File: src/rtl/bus_pkg.sv
// rtl/bus_pkg.sv - shared constants, lane state type and packet address helper
package bus_pkg;
  localparam int ID_W = 8;
  localparam logic [ID_W-1:0] BROADCAST = 8'hFF;
  localparam int PKT_MAX_W = 256;

  typedef enum logic [1:0] {IDLE, POP, PUSH} state_t;

  // Address byte sits in the top ID_W bits of the packet; msb is pckg_sz-1.
  function automatic logic [ID_W-1:0] pkt_id(input logic [PKT_MAX_W-1:0] pkt,
                                             input logic [7:0] msb);
    return pkt[msb -: ID_W];
  endfunction
endpackage

File: src/rtl/bus_lane_arb.sv
// rtl/bus_lane_arb.sv - one bus: round-robin pop from driver FIFOs, then push to addressed FIFOs
module bus_lane_arb
  import bus_pkg::*;
#(
  parameter int drvrs = 4,
  parameter int pckg_sz = 16,
  parameter logic [ID_W-1:0] broadcast = BROADCAST
) (
  input  logic                     clk,
  input  logic                     reset,
  input  logic [drvrs-1:0]         pndng,
  input  logic [drvrs*pckg_sz-1:0] D_pop,
  output logic [drvrs-1:0]         pop,
  output logic [drvrs-1:0]         push,
  output logic [pckg_sz-1:0]       D_push
);
  localparam int SRC_W = (drvrs > 1) ? $clog2(drvrs) : 1;

  state_t             state;
  logic [SRC_W-1:0]   rr;
  logic [SRC_W-1:0]   src;
  logic [SRC_W-1:0]   grant;
  logic [SRC_W-1:0]   cand;
  logic [pckg_sz-1:0] pkt;
  logic [pckg_sz-1:0] head;
  logic [ID_W-1:0]    id;
  logic [drvrs-1:0]   push_mask;

  // Walk offsets from the farthest down to rr so the closest pending driver wins.
  always_comb begin
    grant = rr;
    cand  = rr;
    for (int i = drvrs - 1; i >= 0; i--) begin
      cand = SRC_W'((int'(rr) + i) % drvrs);
      if (pndng[cand]) grant = cand;
    end
  end

  always_comb begin
    head = '0;
    for (int d = 0; d < drvrs; d++) begin
      if (grant == SRC_W'(d)) head = D_pop[d*pckg_sz +: pckg_sz];
    end
  end

  always_comb begin
    id = pkt_id(PKT_MAX_W'(pkt), 8'(pckg_sz - 1));
    push_mask = '0;
    if (id == broadcast) push_mask = ~(drvrs'(1) << src);
    else if (int'(id) < drvrs) push_mask = drvrs'(1) << id;
  end

  always_ff @(posedge clk or negedge reset) begin
    if (!reset) begin
      state  <= IDLE;
      rr     <= '0;
      src    <= '0;
      pkt    <= '0;
      pop    <= '0;
      push   <= '0;
      D_push <= '0;
    end else begin
      case (state)
        IDLE: begin
          if (|pndng) begin
            pop   <= drvrs'(1) << grant;
            pkt   <= head;
            src   <= grant;
            state <= POP;
          end
        end
        POP: begin
          pop    <= '0;
          D_push <= pkt;
          push   <= push_mask;
          state  <= PUSH;
        end
        PUSH: begin
          push  <= '0;
          rr    <= (src == SRC_W'(drvrs - 1)) ? '0 : src + 1'b1;
          state <= IDLE;
        end
        default: state <= IDLE;
      endcase
    end
  end
endmodule

File: src/rtl/bus_gen_arbiter.sv
// rtl/bus_gen_arbiter.sv - bits independent buses, each arbitrated by its own lane
module bus_gen_arbiter
  import bus_pkg::*;
#(
  parameter int bits = 1,
  parameter int drvrs = 4,
  parameter int pckg_sz = 16,
  parameter logic [ID_W-1:0] broadcast = BROADCAST
) (
  input  logic                          clk,
  input  logic                          reset,
  input  logic [bits*drvrs-1:0]         pndng,
  output logic [bits*drvrs-1:0]         push,
  output logic [bits*drvrs-1:0]         pop,
  input  logic [bits*drvrs*pckg_sz-1:0] D_pop,
  output logic [bits*drvrs*pckg_sz-1:0] D_push
);
  for (genvar b = 0; b < bits; b++) begin : g_bus
    logic [pckg_sz-1:0] lane_data;

    bus_lane_arb #(
      .drvrs(drvrs),
      .pckg_sz(pckg_sz),
      .broadcast(broadcast)
    ) u_lane (
      .clk(clk),
      .reset(reset),
      .pndng(pndng[b*drvrs +: drvrs]),
      .D_pop(D_pop[b*drvrs*pckg_sz +: drvrs*pckg_sz]),
      .pop(pop[b*drvrs +: drvrs]),
      .push(push[b*drvrs +: drvrs]),
      .D_push(lane_data)
    );

    // Every FIFO on a bus sees the same data; push selects who takes it.
    for (genvar d = 0; d < drvrs; d++) begin : g_lane
      assign D_push[(b*drvrs+d)*pckg_sz +: pckg_sz] = lane_data;
    end
  end
endmodule

File: config.mk
export PLATFORM = sky130hd
export DESIGN_NAME = bus_gen_arbiter
export DESIGN_NICKNAME = d
export VERILOG_FILES = /design/src/rtl/bus_pkg.sv /design/src/rtl/bus_lane_arb.sv /design/src/rtl/bus_gen_arbiter.sv
export SDC_FILE = /design/constraint.sdc
export NUM_CORES = 1
export LEC_CHECK = 0
export ABC_AREA = 1
export CAP_MARGIN = 10
export CORE_UTILIZATION = 40
export CTS_CLUSTER_SIZE = 28
export DETAILED_ROUTE_END_ITERATION = 10
export PLACE_DENSITY_LB_ADDON = 0.15
export SYNTH_ARGS = -nofsm -noshare
export SYNTH_HDL_FRONTEND = slang
export SYNTH_SLANG_ARGS = --single-unit
File: constraint.sdc
create_clock -name clk -period 2.9 [get_ports clk]
set_clock_uncertainty 0.2 [all_clocks]
set_input_delay 0.725 -clock clk [delete_from_list [all_inputs] [get_ports clk]]
set_output_delay 0.725 -clock clk [all_outputs]
set_load 0.02 [all_outputs]
# ---- Yosys cells after proc, flatten, opt, wreduce, memory -nomap -nowiden
# Cells that the tools add are included.
# W data, S select, Z words.
dict set report word_totals {
  regBits 46
  latch_bits 0
  mem_bits_rw 0
  mem_bits_ro 0
  output_inout_bits 72
  wordCells 59
  memories 0
}
dict set report op_classes {
  n_addsub 4
  mul 0
  n_div 0
  order_cmp 5
  n_eq_ne 8
  n_shift 3
  mux 24
  bitwise_logic 1
  reduce_logical 7
}
# operator count
set ops {}
lappend ops {{$mux W16} 4}
lappend ops {{$pmux W4 S2} 2}
lappend ops {{$lt A2 B3 Y1 const B} 4}
lappend ops {{$mux W2} 6}
lappend ops {{$mux W4} 3}
lappend ops {{$bmux W1 S2} 4}
lappend ops {{$eq A2 B2 Y1 const B} 4}
lappend ops {{$eq A8 B8 Y1 const B} 1}
lappend ops {{$lt A8 B3 Y1 const B} 1}
lappend ops {{$shl A1 B2 Y4 const A} 2}
lappend ops {{$shl A1 B8 Y4 const A} 1}
lappend ops {{$add A2 B1 Y2 const B} 2}
lappend ops {{$add A2 B2 Y2 const B} 2}
lappend ops {{$eq A2 B1 Y1 const B} 2}
lappend ops {{$logic_not A2 Y1} 2}
lappend ops {{$mux W1} 4}
lappend ops {{$not A4 Y4} 1}
lappend ops {{$pmux W2 S2} 1}
lappend ops {{$reduce_and A2 Y1} 2}
lappend ops {{$reduce_bool A2 Y1} 2}
lappend ops {{$reduce_or A4 Y1} 1}
lappend ops {{$ne A2 B1 Y1 const B} 1}

# ---- Longest topological paths before layout
# Gate-level depths: netlist of run 1.
dict set report depth {
  depth_word 12
  depth_mapped 15
}

# ---- Modules after synthesis
# From an unflattened synthesis of run 1, not the netlist that was laid out.
dict set report unflattened {
  hier_cells 419
  area_unflattened_um2 3110.5
}
# module instances cells_each area_per_inst_um2 seq_area_each_um2
set by_module_without_submodules {}
lappend by_module_without_submodules {bus_lane_arb 1 371 2750.1 1151.1}
lappend by_module_without_submodules {bus_gen_arbiter 1 48 360.3 0.0}

# ---- Worst setup path after synthesis of run 1
# Ideal clock, no wire load.
dict set report synth_path {
  kind {input-to-reg}
  from {in pndng[3]}
  to {reg g_bus[0].u_lane.pkt[10]}
  setup_time_ns 0.117
  t_arrival_ns 1.837
  required_ns 2.583
  setup_slack_ns 0.746
  cell_stages 13
  path_buffers 1
  cell_sequence {inv_1 nand2_2 nand3_2 nand2_2 nor2_4 nand2_2 nand2_4 nand2_4 buf_2 nand3_1 nand4_1 nand2_1 nand2_1}
}
dict set report synth_via {
  elab_chain_cells 11
  word_cells_on_any_way 22
  classes_between {3 x eq/ne; 16 x mux; 3 x reduce/logical}
}
# element line_no
set synth_lines {}
lappend synth_lines {{start, declared} bus_gen_arbiter.sv:12} ;# input logic [bits*drvrs-1:0] pndng,
lappend synth_lines {{$bmux W1 S2} bus_lane_arb.sv:35} ;# if (pndng[cand]) grant = cand;
lappend synth_lines {{$mux W1 (implied by the code)} bus_lane_arb.sv:35}
lappend synth_lines {{$mux W2 (4 in a row)} bus_lane_arb.sv:35}
lappend synth_lines {{$logic_not A2 Y1} bus_lane_arb.sv:42} ;# if (grant == SRC_W'(d)) head = D_pop[d*pckg_sz +: pckg_sz];
lappend synth_lines {{$mux W16 (4 in a row)} bus_lane_arb.sv:42}
lappend synth_lines {{end signal, assigned} bus_lane_arb.sv:58} ;# pkt <= '0;
lappend synth_lines {{end signal, assigned} bus_lane_arb.sv:67} ;# pkt <= head;
lappend synth_lines {{end, declared} bus_lane_arb.sv:24} ;# logic [pckg_sz-1:0] pkt;
# Parallel ways exist; a longest one is shown, timed or not. The select of a mux whose other input is x is not followed.
# A chain may end at the register's enable or synchronous reset.

# ---- Worst setup path after layout of run 1
dict set report layout_path {
  from {in pndng[1]}
  to {reg g_bus[0].u_lane.pkt[4]}
}
# Same word-level chain as after synthesis.

==> results of run 1 <==
## worst min path at each step
stage | start | endpoint | slack [ps] | depth (start not counted)
6_report | g_bus[0].u_lane.pkt[7] | g_bus[0].u_lane.D_push[7] | 280 | 2
5_1_grt | g_bus[0].u_lane.pkt[7] | g_bus[0].u_lane.D_push[7] | 310 | 2
4_1_cts | g_bus[0].u_lane.push[0] | g_bus[0].u_lane.push[0] | 290 | 2
3_5_place_dp | g_bus[0].u_lane.push[0] | g_bus[0].u_lane.push[0] | 270 | 2
3_3_place_gp | g_bus[0].u_lane.pkt[2] | g_bus[0].u_lane.pkt[2] | 260 | 2
2_1_floorplan | reset | g_bus[0].u_lane.D_push[0] | 230 | 0
## area by class of cell
| cell class | count | area share |
|---|---|---|
| multi-input combinational | 277 | 0.313 |
| tap | 99 | 0.0279 |
| clock inverter | 3 | 0.0155 |
| timing repair buffer | 153 | 0.345 |
| clock buffer | 5 | 0.0155 |
| sequential | 46 | 0.259 |
| inverter | 28 | 0.0237 |
## per-layer routing
metal,wire length (um),track usage
met3,577,0.0398
met2,3830,0.326
met4,122,0.0632
met5,0,0
met1,3610,0.274
## flip-flops by register name, summed over array words and instances, names as in the netlist
name,cells
g_bus.u_lane.D_push,16
g_bus.u_lane.src,2
g_bus.u_lane.state,2
g_bus.u_lane.pkt,16
g_bus.u_lane.push,4
g_bus.u_lane.rr,2
g_bus.u_lane.pop,4
## power by group through the flow
stage	clock (W)	sequential, W	combinational (W)
CTS	0.000578	0.00120	0.00393
finish	0.000568	0.00120	0.00393
global placement	0	0.00119	0.00385
global route	0.000601	0.00125	0.00433
detailed placement	0	0.00121	0.00392
floorplan	0	0.00127	0.00272
## logic make-up (layout without fill, tap and decap cells)
logic type / Yosys count / after routing / share of synthesized area
AO/OA/AOI/OAI: 24 / 24 / 0.0483
buffers and inverters: 93 / 189 / 0.183
adder cells (fa/ha/maj): 8 / 8 / 0.0322
flip-flops: 46 / 46 / 0.370
AND/OR/NAND/NOR: 245 / 245 / 0.366
## worst min-delay path, delay by kind of cell (launching register included)
| kind | cells | cell delay, ps |
|---|---|---|
| DFF | 1 | 360 |
| and+or+nand+nor | 2 | 100 |
## per-stage QoR
step	setup slack (ps)	hold WS (ps)	total power, W	util	std cells
after floorplan	746	229	0.00399	-	416
after global placement	164	264	0.00504	0.584	603
after detailed placement	104	269	0.00513	0.584	603
after CTS	407	288	0.00571	0.603	611
after global routing	230	312	0.00617	0.603	611
final	419	284	0.00570	0.603	611
## cell usage in the layout, fill, tap and decap left out, types with 2 or more instances in the layout
| cell type | Yosys | final |
|---|---|---|
| a32o_1 | 2 | 2 |
| buf_12 | 0 | 3 |
| buf_4 | 53 | 9 |
| bufinv_16 | 0 | 2 |
| clkbuf_8 | 0 | 5 |
| clkdlybuf4s50_1 | 0 | 140 |
| dfrtp_1 | 46 | 46 |
| ha_1 | 8 | 8 |
| inv_1 | 24 | 24 |
| inv_2 | 4 | 4 |
| nand2_1 | 151 | 151 |
| nand2_2 | 4 | 4 |
| nand2_4 | 3 | 3 |
| nand3_1 | 38 | 38 |
| nand3_2 | 2 | 2 |
| nand4_1 | 32 | 32 |
| nor2_1 | 7 | 7 |
| nor3_1 | 3 | 3 |
| o21ai_0 | 14 | 14 |
| o32ai_1 | 4 | 4 |
==> flow_summary.yaml, run 1 <==
cells_and_area:
  diodes: 0
  ff_latch_area_mm2: 0.00115
  finalNetCount: 589
  area_growth_pct: 42.9
  nFillCells: 663
  fin_area_mm2: 0.00444
  drive_gt1_frac: 0.0742
  multiInputGateArea_mm2: 0.00139
timing:
  rsz0062_at_grt: "no"
  fin_crit_ps: 2480
  fmax_mhz: 403
  period_share: 0.855
  worstMarginPinSlew_ps: 584
  setup_viol: 0
  fin_tns_setup_ps: 0
  hold_viol: 0
  slew_headroom: 0.611
  drv_slew: 0
clock_tree:
  cts_sinks: 46
  cts_hold_buf: 0
  clkTransAtPathRegs_ps: 90
  h-tree-depth: 2
  insertion_delay_ps: 300
  cts_tree: "built"
  clockRootBuffer: "clkbuf_8"
  clk_path_buf_depth: 2
  cts_setup_buffers: 0
  cts_made_buffers: 5
  cts-resized-gates: 0
power_and_ir_drop:
  netSwitchingFraction: 0.492
  power.density_mw_per_mm2: 1280
  power.switching_w: 0.00280
  p_clk_frac: 0.100
  comb_power_share: 0.690
  internal_power_w: 0.00290
  p_leak_nw: 2.04
  ir_drop_mv: 0.621
  power_frac_seq: 0.210
critical_path:
  startpoint: "pndng[1]"
  cp-end-kind: "register"
  reg2reg_to: "g_bus[0].u_lane.pkt[4]"
  critPathMaxStageDelay_ps: 500
  crit_chain: "clkdlybuf4s50_1 > inv_1 > nand2_1 > nand3_1 > nand2_1 > nand2_2 > nand2_2 > nand2_4 > nand2_4 > buf_4 > nand3_1 > nand4_1 > nand2_1 > nand2_1"
  path_depth: 14
  cpMaxStageDelayCell: "clkdlybuf4s50_1"
  crit_buf_inv: 3
  crit_end: "g_bus[0].u_lane.pkt[4]"
  critical_path_arrival_ps: 2520
  r2r-start: "g_bus[0].u_lane.rr[0]"
  cp-start-kind: "input pin"
  path_max_fanout: 12
  crit_family: "simple AND/OR/NAND/NOR gates"
  crit_top_cell: "nand2_1"
  cp.required_ps: 2940
  rr_worst_depth: 13
  crit_type: "in2reg"
  rrSetupSlack_ps: 550
synthesis:
  synthTopCellsByCount: "nand2_1, buf_4, dfrtp_1"
  ys_types: 28
  yosys_warnings: 0
  synth_nets: 494
  synth-seq-area-share: 0.370
  synth_area_mm2: 0.00311
  async_reset_ff_frac: 1.00
  syn_area_per_cell_um2: 7.47
  synth_top_cell_by_area: "dfrtp_1"
  synth_ff_type: "dfrtp_1"
  synth.most_common_cell: "nand2_1"
  synth_edf_count: 0
  syn-instance-count: 416
  ys_ff_latch: 46
  synth_top_area_share: 0.370
  synth_area_leaders: "dfrtp_1, nand2_1, buf_4"
route:
  drc: 0
  post_drt_wl_per_cell_um: 13.3
  antenna_left: 0
  via_per_inst: 4.99
  num_vias: 3047
  drt_pass1_iterations: 4
  totalWireLength_mm: 8.14
  drt-initial-drc-count: 167
grt:
  grt_usage: 0.203
  grt_overflow_total: 0
  antenna_found_initial: 0
  grt_pass1_wl_mm: 13.6
  grt_max_degree: 47
  grt_pass1_vias: 2851
floorplanning:
  initial_core_util: 0.422
  core_area_mm2: 0.00737
  dieWidth_um: 90.1
  fp.dieH_um: 90.1
  row_count: 31
  io_pins: 142
  dieArea_mm2: 0.00813
placement:
  dpl_cell_area_mm2: 0.00430
  gp_congestion: 0.799
  numPortBuffers: 141
  dp_hpwl_mm: 6.22
hold_path:
  hp-class: "reg2reg"
job:
  maxCapViolCount: 0
status:
  status: "complete, no violations"
Power figures use the tool's default switching activity.
==> inputs of run 2 (changes only) <==
Settings changed: CORE_MARGIN set to 2.
==> run 2 against run 1 <==
Compared with the run above:
- clock-buffer cell count unchanged
- cell area down 1.2%
- routed wire length down 2.6%
- first-iteration DRC count down 32%
- worst hold slack worse by 170 ps
- global-route usage down 1.3 points
- sequential cell count unchanged
- critical path depth unchanged
- cell count up 0.33%
- register-to-register slack worse by 60 ps
- via count down 0.46%
- total power down 4.4%
==> flow_summary.yaml, run 2 (synthesis gave the netlist of run 1 again) <==
status:
  status: "complete, no violations"
timing:
  fmax_mhz: 401
  setup_viol: 0
  fin_crit_ps: 2500
  rsz0062_at_grt: "no"
  worstMarginPinSlew_ps: 523
  hold_viol: 0
  fin_tns_setup_ps: 0
  period_share: 0.861
  drv_slew: 0
  slew_headroom: 0.648
clock_tree:
  clockRootBuffer: "clkbuf_8"
  cts_made_buffers: 5
  cts-resized-gates: 0
  cts_tree: "built"
  cts_sinks: 46
  cts_setup_buffers: 0
  clk_path_buf_depth: 2
  cts_hold_buf: 0
  h-tree-depth: 2
  clkTransAtPathRegs_ps: 90
  insertion_delay_ps: 310
route:
  via_per_inst: 4.95
  drt-initial-drc-count: 113
  post_drt_wl_per_cell_um: 12.9
  antenna_left: 0
  drc: 0
  num_vias: 3033
  drt_pass1_iterations: 4
  totalWireLength_mm: 7.93
critical_path:
  crit_type: "in2reg"
  critical_path_arrival_ps: 2550
  crit_chain: "clkdlybuf4s50_1 > inv_1 > nand2_1 > nand3_1 > nand2_1 > nand2_2 > nand2_2 > nand2_4 > nand2_4 > buf_12 > nand3_1 > nand4_1 > nand2_1 > nand2_1"
  cp-start-kind: "input pin"
  critPathMaxStageDelay_ps: 490
  rr_worst_depth: 13
  cp-end-kind: "register"
  reg2reg_to: "g_bus[0].u_lane.pkt[12]"
  rrSetupSlack_ps: 490
  path_max_fanout: 32
  cp.required_ps: 2960
  r2r-start: "g_bus[0].u_lane.rr[0]"
  cpMaxStageDelayCell: "clkdlybuf4s50_1"
  crit_top_cell: "nand2_1"
cells_and_area:
  finalNetCount: 588
  layout_common_cells: "nand2_1, clkdlybuf4s50_1, dfrtp_1"
  top_regs: "g_bus.u_lane.D_push (16), g_bus.u_lane.pkt (16)"
  drive_gt1_frac: 0.0724
  diodes: 0
  final_common_cell: "nand2_1"
  fin_util: 0.576
  area_growth_pct: 41.1
  nFillCells: 700
grt:
  grt_overflow_total: 0
  grt_pass1_vias: 2725
  grt_usage: 0.189
  antenna_found_initial: 0
  grt_pass1_wl_mm: 13.0
  grt_max_degree: 33
floorplanning:
  dieArea_mm2: 0.00849
  core_area_mm2: 0.00761
  io_pins: 142
  initial_core_util: 0.409
  fp.dieH_um: 92.1
  row_count: 32
  dieWidth_um: 92.1
power_and_ir_drop:
  ir_drop_mv: 0.590
  p_leak_nw: 2.01
  power.density_mw_per_mm2: 1240
placement:
  numPortBuffers: 141
  dp_hpwl_mm: 6.18
  gp_congestion: 0.860
job:
  maxCapViolCount: 0
hold_path:
  hp-class: "in2async"
==> run 2: area by class of cell <==
class	count	area, um^2	share of cell area
Clock buffer	5	68.8	0.0157
Inverter	28	105	0.0240
Clock inverter	3	25.0	0.00571
Multi-Input combinational cell	277	1390	0.318
Sequential cell	46	1150	0.262
Tap cell	102	128	0.0291
Timing Repair Buffer	152	1510	0.345
==> run 2: through the flow <==
| step | hold slack (ps) | total power [W] | setup slack, ps | std cells | area [um^2] |
|---|---|---|---|---|---|
| after global routing | 135 | 0.00591 | 215 | 613 | 4390 |
| after global placement | 261 | 0.00499 | -74.5 | 605 | 4290 |
| final | 111 | 0.00545 | 404 | 613 | 4390 |
| after floorplan | 229 | 0.00399 | 746 | 416 | 3110 |
| after CTS | 126 | 0.00547 | 189 | 613 | 4380 |
| after detailed placement | 266 | 0.00505 | -140 | 605 | 4290 |
==> run 2: worst max-delay path by stage <==
stage / start / end / slack [ps] / cells past startpoint
global route: pndng[0] / g_bus[0].u_lane.pkt[11] / 220 / 11
floorplan: pndng[3] / g_bus[0].u_lane.pkt[10] / 750 / 13
CTS: pndng[1] / g_bus[0].u_lane.pkt[12] / 190 / 11
global placement: pndng[1] / g_bus[0].u_lane.pkt[12] / -70 / 11
finish: pndng[1] / g_bus[0].u_lane.pkt[12] / 400 / 14
detailed placement: pndng[1] / g_bus[0].u_lane.pkt[12] / -140 / 11
==> run 2: worst max-delay path, delay by kind of cell <==
kind / cells / cell delay, ps
and+or+nand+nor: 11 / 1050
buffers and inverters: 3 / 740
==> run 2: report_power, final <==
group	total, W	internal (W)	switching [W]
registers	0.00120	0.000922	0.000275
clock network	0.000407	0.000174	0.000233
logic	0.00384	0.00156	0.00229
total	0.00545	0.00265	0.00280
==> run 2: routing by layer <==
layer  track usage  share of wire  up-vias
li1              -              -     1508
met1         0.255           0.44     1388
met2         0.311           0.47      132
met3        0.0378          0.079        5
met4        0.0510         0.0091        0
met5             0              0        -
